File: src/rtl/map_pkg.sv
// Trellis constants and encoder state type shared by the RSC encoder and the MAP decoder.
package map_pkg;

  localparam int unsigned MEM = 2;

  // Generator taps ordered {input/a, D1, D2}.
  localparam logic [2:0] G_FB = 3'b111;
  localparam logic [2:0] G_FF = 3'b101;

  typedef enum logic [1:0] {
    IDLE,
    DATA,
    TAIL
  } enc_state_e;

endpackage

File: src/rtl/rsc_trellis_step.sv
// One combinational step of the K=3 (7,5) RSC trellis; also used by the decoder's branch-metric unit.
module rsc_trellis_step
  import map_pkg::*;
(
  input  logic u,
  input  logic d1,
  input  logic d2,
  input  logic tail,
  output logic sys,
  output logic par,
  output logic d1_next,
  output logic d2_next
);

  logic fb;
  logic u_eff;
  logic a;

  always_comb begin
    fb = (G_FB[1] & d1) ^ (G_FB[0] & d2);
    // A tail beat feeds the feedback value back in, so a=0 and the register drains to 00.
    u_eff   = tail ? fb : u;
    a       = u_eff ^ fb;
    sys     = u_eff;
    par     = (G_FF[2] & a) ^ (G_FF[1] & d1) ^ (G_FF[0] & d2);
    d1_next = a;
    d2_next = d1;
  end

endmodule

File: src/rtl/rsc_tail_encoder.sv
// Rate-1/2 RSC encoder with trellis termination, single-register output stage and frame counter.
module rsc_tail_encoder
  import map_pkg::*;
#(
  parameter int unsigned FRAME_LEN = 4,
  parameter int unsigned CNT_W     = 4
) (
  input  logic             clk,
  input  logic             rst,
  input  logic             in_valid,
  input  logic             in_bit,
  output logic             in_ready,
  output logic             out_valid,
  input  logic             out_ready,
  output logic             out_sys,
  output logic             out_par,
  output logic             out_tail,
  output logic             out_last,
  output logic             busy,
  output logic [CNT_W-1:0] frame_count
);

  localparam int unsigned IDX_W = 8;

  enc_state_e       state;
  logic [IDX_W-1:0] idx;
  logic             d1;
  logic             d2;
  logic             ld;
  logic             hs;
  logic             st_tail;
  logic             st_sys;
  logic             st_par;
  logic             st_d1n;
  logic             st_d2n;

  assign st_tail  = (state == TAIL);
  assign ld       = !out_valid | out_ready;
  assign in_ready = ld & !st_tail & !rst;
  assign hs       = in_valid & in_ready;
  // out_last is only set while its beat is pending, so busy covers the drain cycle.
  assign busy     = (state != IDLE) | out_last;

  rsc_trellis_step u_step (
    .u       (in_bit),
    .d1      (d1),
    .d2      (d2),
    .tail    (st_tail),
    .sys     (st_sys),
    .par     (st_par),
    .d1_next (st_d1n),
    .d2_next (st_d2n)
  );

  always_ff @(posedge clk) begin
    if (rst) begin
      state       <= IDLE;
      idx         <= '0;
      d1          <= 1'b0;
      d2          <= 1'b0;
      out_valid   <= 1'b0;
      out_sys     <= 1'b0;
      out_par     <= 1'b0;
      out_tail    <= 1'b0;
      out_last    <= 1'b0;
      frame_count <= '0;
    end else begin
      if (out_valid & out_ready & out_last)
        frame_count <= frame_count + CNT_W'(1);

      case (state)
        IDLE, DATA: begin
          if (hs) begin
            out_valid <= 1'b1;
            out_sys   <= st_sys;
            out_par   <= st_par;
            out_tail  <= 1'b0;
            out_last  <= 1'b0;
            d1        <= st_d1n;
            d2        <= st_d2n;
            if (idx == IDX_W'(FRAME_LEN - 1)) begin
              state <= TAIL;
              idx   <= '0;
            end else begin
              state <= DATA;
              idx   <= idx + IDX_W'(1);
            end
          end else if (ld) begin
            out_valid <= 1'b0;
            out_sys   <= 1'b0;
            out_par   <= 1'b0;
            out_tail  <= 1'b0;
            out_last  <= 1'b0;
          end
        end
        TAIL: begin
          if (ld) begin
            out_valid <= 1'b1;
            out_sys   <= st_sys;
            out_par   <= st_par;
            out_tail  <= 1'b1;
            out_last  <= (idx == IDX_W'(MEM - 1));
            d1        <= st_d1n;
            d2        <= st_d2n;
            if (idx == IDX_W'(MEM - 1)) begin
              state <= IDLE;
              idx   <= '0;
            end else begin
              idx <= idx + IDX_W'(1);
            end
          end
        end
        default: begin
          state <= IDLE;
          idx   <= '0;
        end
      endcase
    end
  end

endmodule

File: config.mk
export PLATFORM = sky130hd
export DESIGN_NAME = rsc_tail_encoder
export DESIGN_NICKNAME = d
export VERILOG_FILES = /design/src/rtl/map_pkg.sv /design/src/rtl/rsc_trellis_step.sv /design/src/rtl/rsc_tail_encoder.sv
export SDC_FILE = /design/constraint.sdc
export NUM_CORES = 1
export LEC_CHECK = 0
export ABC_AREA = 1
export BUFFER_PORTS_ARGS = -buffer_cell sky130_fd_sc_hd__buf_4
export CAP_MARGIN = 30
export CORE_MARGIN = 4
export CORE_UTILIZATION = 54
export DETAILED_ROUTE_END_ITERATION = 8
export HOLD_SLACK_MARGIN = 0.03
export PLACE_DENSITY = 0.76
export RECOVER_POWER = 50
export SETUP_SLACK_MARGIN = 0.2
export SYNTH_ARGS = -nofsm -noshare
export SYNTH_HDL_FRONTEND = slang
export SYNTH_HIERARCHICAL = 1
export SYNTH_SLANG_ARGS = --single-unit
File: constraint.sdc
create_clock -name clk -period 1.75 [get_ports clk]
set_input_delay 0.175 -clock clk [delete_from_list [all_inputs] [get_ports clk]]
set_output_delay 0.175 -clock clk [all_outputs]
set_load 0.02 [all_outputs]
==> impl_summary.txt <==
----------------------------------------------------
[Status]
  Result of the run ... completed

[Pwr]
  Clock network fraction of design power ... 24.4%
  Static leakage ... 0.5695 nW
  Switching share of power ... 31.69%
  Cell-internal power ... 659.5 µW
  Part of the total power dissipated in combinational logic ... 20.8%
  Reported net switching power ... 306.0 µW
  Sequential group share of total power ... 54.8%
  Maximum resistive drop on vdd ... 0.3936 mV
  Power density cells ... 747.7 mW/mm²

[Setup path]
  Startpoint of the worst register-to-register path ... state[1]$_SDFFE_PP0P_
  Cell chain of the critical path ... inv_2, nor2_4, a31oi_1, nor2_4, inv_1, nor2_1, nor2_1
  Critical path fanouts, max ... 10
  Largest incremental delay on the critical path ... 450 ps
  Data arrival, critical path ... 1630 ps
  Capture point of the critical path ... d1$_SDFFE_PP0P_
  Family with the most delay on the worst path ... simple AND/OR/NAND/NOR gates
  Nature of the critical path startpoint ... register
  FF-to-FF End ... d1$_SDFFE_PP0P_
  CP max-delay cell ... sky130_fd_sc_hd__dfxtp_1
  Data required time at the worst endpoint ... 1960 ps
  Reg-to-reg setup timing slack ... 320 ps
  Setup crit start ... state[1]$_SDFFE_PP0P_
  Bufs and invs on worst path ... 2
  WS Path Type ... reg -> reg
  Worst r2r path cells ... 7
  Category of the worst setup path capture point ... register
  WP depth ... 7

[Synthesis]
  Basic-gate share of the synthesized area counting and, or, nand and nor cells ... 35.81%
  YS warnings ... 6
  Most frequently used cell type in the post-synthesis netlist ... sky130_fd_sc_hd__nand2_1
  Cell accounting for the most synthesized area ... sky130_fd_sc_hd__dfxtp_1
  Cell types occupying the most area after synthesis ... sky130_fd_sc_hd__dfxtp_1, sky130_fd_sc_hd__nand2_1, sky130_fd_sc_hd__a21oi_1
  Ys async rst share ... 0%
  Synthesized-area fraction occupied by xor and xnor cells ... 2.258%
  Count of mapped cells out of synthesis ... 179
  Flip-flop and latch count after synthesis ... 21
  Adder and majority cell fraction of the synthesized area ... 3.226%
  Post-synthesis cell type count ... 24
  Synthesized netlist net count ... 187
  Netlist area before placement ... 0.001164 mm²
  Multiplexer fraction of the synthesized cell area ... 0%
  Most used flip-flop cell after synthesis ... sky130_fd_sc_hd__dfxtp_1
  Share of the synthesized area in the top cell type ... 36.13%
  Syn_area_per_cell ... 6.501 µm²
  Number of flops mapped to enable cells by yosys ... 0
  Portion of the post-synthesis area used by sequential elements ... 36.13%
  List of most frequent post-synthesis cells ... sky130_fd_sc_hd__nand2_1, sky130_fd_sc_hd__inv_1, sky130_fd_sc_hd__dfxtp_1, sky130_fd_sc_hd__a21oi_1
  Main combinational cell family by area after synthesis ... simple AND/OR/NAND/NOR gates
  Synthesized-area fraction occupied by ao, oa, aoi and oai cells ... 13.12%

[Clock tree]
  TritonCTS clock tree ... yes
  H-tree depth ... 1
  CTS Buf Count ... 3
  Hold Buf Count CTS ... 0
  Longest Clk Path Bufs ... 2
  TritonCTS Sinks ... 21
  CTS clk-pin slew, worst paths ... 120 ps
  Postcts setup bufs ... 0
  Clock latency reported for the late side of the worst-skew pair ... 310 ps
  Library cell used as clock root buffer ... sky130_fd_sc_hd__clkbuf_4
  Count of instances resized after the clock tree is built ... 0

[Timing]
  Tightest Pin Transition ... 338.5 ps
  Final count of pins violating max slew ... 0
  Clock period minus final worst setup slack ... 1426 ps
  Final setup violation count ... 0
  Total negative setup slack ... 0 ps
  Unrepaired setup endpoints after global routing ... no
  Highest attainable clock frequency ... 0.7012 GHz
  Period utilisation layout ... 81.49%
  Fin. Hold Viols ... 0
  Headroom to the max-slew limit ... 77.33%
  Hold_ws ... 160.7 ps
  Setup clock skew after layout ... 8.015 ps

[Die]
  Placeable Area ... 0.002002 mm²
  Top-level I/O count ... 16
  Die outline width ... 54.42 µm
  Full die area ... 0.002962 mm²
  # rows ... 16
  Vertical extent of the die ... 54.42 µm
  Starting density of the core ... 58.12%

[Detailed routing]
  Detail Route Antenna Nets ... 0
  Initial DRC count ... 27
  Final WL ... 2.342 mm
  Wirelength per Cell ... 10.55 µm
  Post-DR vias/cell ... 5.041
  Number of optimization iterations in the first detailed-route pass ... 4
  Number of vias in the routed layout ... 1,119
  Final routed DRC violation total ... 0

[Finish]
  Filler-free cell count of the finished design ... 222
  Synthesis-to-layout area growth ... 10.97%
  Finished Core Util ... 64.50%
  Net count reported at finish ... 204
  Number of diodes added for antenna fixing ... 0
  Layout cell share with drive strength beyond 1 ... 11.28%

[Global route]
  Initial antenna violation count ... 0
  Global route total overflow ... 0
  Number of global-route vias before repair ... 1,022
  All-layer global routing usage ... 19.36%
  Wire length of the first global-routing pass ... 4.243 mm
  Largest net degree at the start of global routing ... 18

[Hold path]
  Class of the tightest hold or removal check ... in -> reg

[Placement]
  Last weighted congestion value of the routability-driven placer ... 0.9089
  Port Buf Inserts ... 15
  Cell count after placement ... 218
  Post-DP HPWL ... 1.759 mm

[Job]
  Number of maximum-capacitance violations ... 0

----------------------------------------------------
-- how the worst min path moves through the flow --
stage	slack, ps	depth (start not counted)	from	to
floorplan	420	2	rst	idx[6]$_SDFFE_PP0P_
global placement	430	1	frame_count[3]$_SDFFE_PP0P_	frame_count[3]$_SDFFE_PP0P_
detailed placement	440	1	frame_count[3]$_SDFFE_PP0P_	frame_count[3]$_SDFFE_PP0P_
CTS	150	2	rst	state[0]$_SDFFE_PP0P_
global route	170	2	rst	out_valid$_SDFFE_PP0P_
finish	160	2	rst	idx[0]$_SDFFE_PP0P_
-- worst register-to-register path, cell delays in order, from the launching register on --
cell and delay (ps):
sky130_fd_sc_hd__dfxtp_1 450, sky130_fd_sc_hd__inv_2 100, sky130_fd_sc_hd__nor2_4 160, sky130_fd_sc_hd__a31oi_1 110, sky130_fd_sc_hd__nor2_4 260, sky130_fd_sc_hd__inv_1 110
sky130_fd_sc_hd__nor2_1 100, sky130_fd_sc_hd__nor2_1 50
-- sequential cells by signal, summed over array words and instances (netlist names) --
name         cells
out_sys          1
d2               1
state            2
d1               1
out_valid        1
out_tail         1
out_par          1
frame_count      4
out_last         1
idx              8
-- metrics by stage --
stage	total power [mW]	area (µm²)	worst slack, ps
finish	0.9654	1291	323.9
global route	1.032	1291	113.6
CTS	0.9803	1320	290.9
detailed placement	0.7430	1294	308.1
global placement	0.7340	1294	399.2
floorplan	0.6863	1164	476.0
-- cell usage in the layout, fill, tap and decap left out, drive strengths merged, types with 2 or more instances in the layout --
master and count:
a21oi 20, buf 6, clkbuf 13, dfxtp 21, ha 3, inv 25
nand2 55, nand3 17, nand4 2, nor2 18, o21ai 7, xor2 2
-- final cells by class --
cell class	instances	area (µm²)
inverters	25	93.84
multi-input cells	130	635.6
clock buffers	4	26.28
well taps	27	33.78
flip-flops and latches	21	422.9
fillers	196	710.7
repair buffers	15	78.83
-- power groups by stage --
stage | registers, mW | logic, mW | clock network [mW]
6_report | 0.529 | 0.200 | 0.236
5_1_grt | 0.534 | 0.231 | 0.267
4_1_cts | 0.528 | 0.205 | 0.247
3_5_place_dp | 0.539 | 0.204 | 0
3_3_place_gp | 0.537 | 0.197 | 0
2_1_floorplan | 0.542 | 0.144 | 0
-- layer usage --
metal / wire (µm) / global-route usage (%)
met1: 1138 / 25.04
met2: 1051 / 31.47
met3: 115 / 2.997
met4: 38 / 8.714
met5: 0 / 0
-- cells by family (layout without fill, tap and decap cells) --
kind of cell | after synthesis | count (layout)
flip-flops | 21 | 21
adder cells (fa/ha/maj) | 3 | 3
AND/OR/NAND/NOR | 95 | 95
buffers and inverters | 28 | 44
AO/OA/AOI/OAI | 29 | 29
XOR/XNOR | 3 | 3
Note: power is estimated with default switching activity, not from simulation.
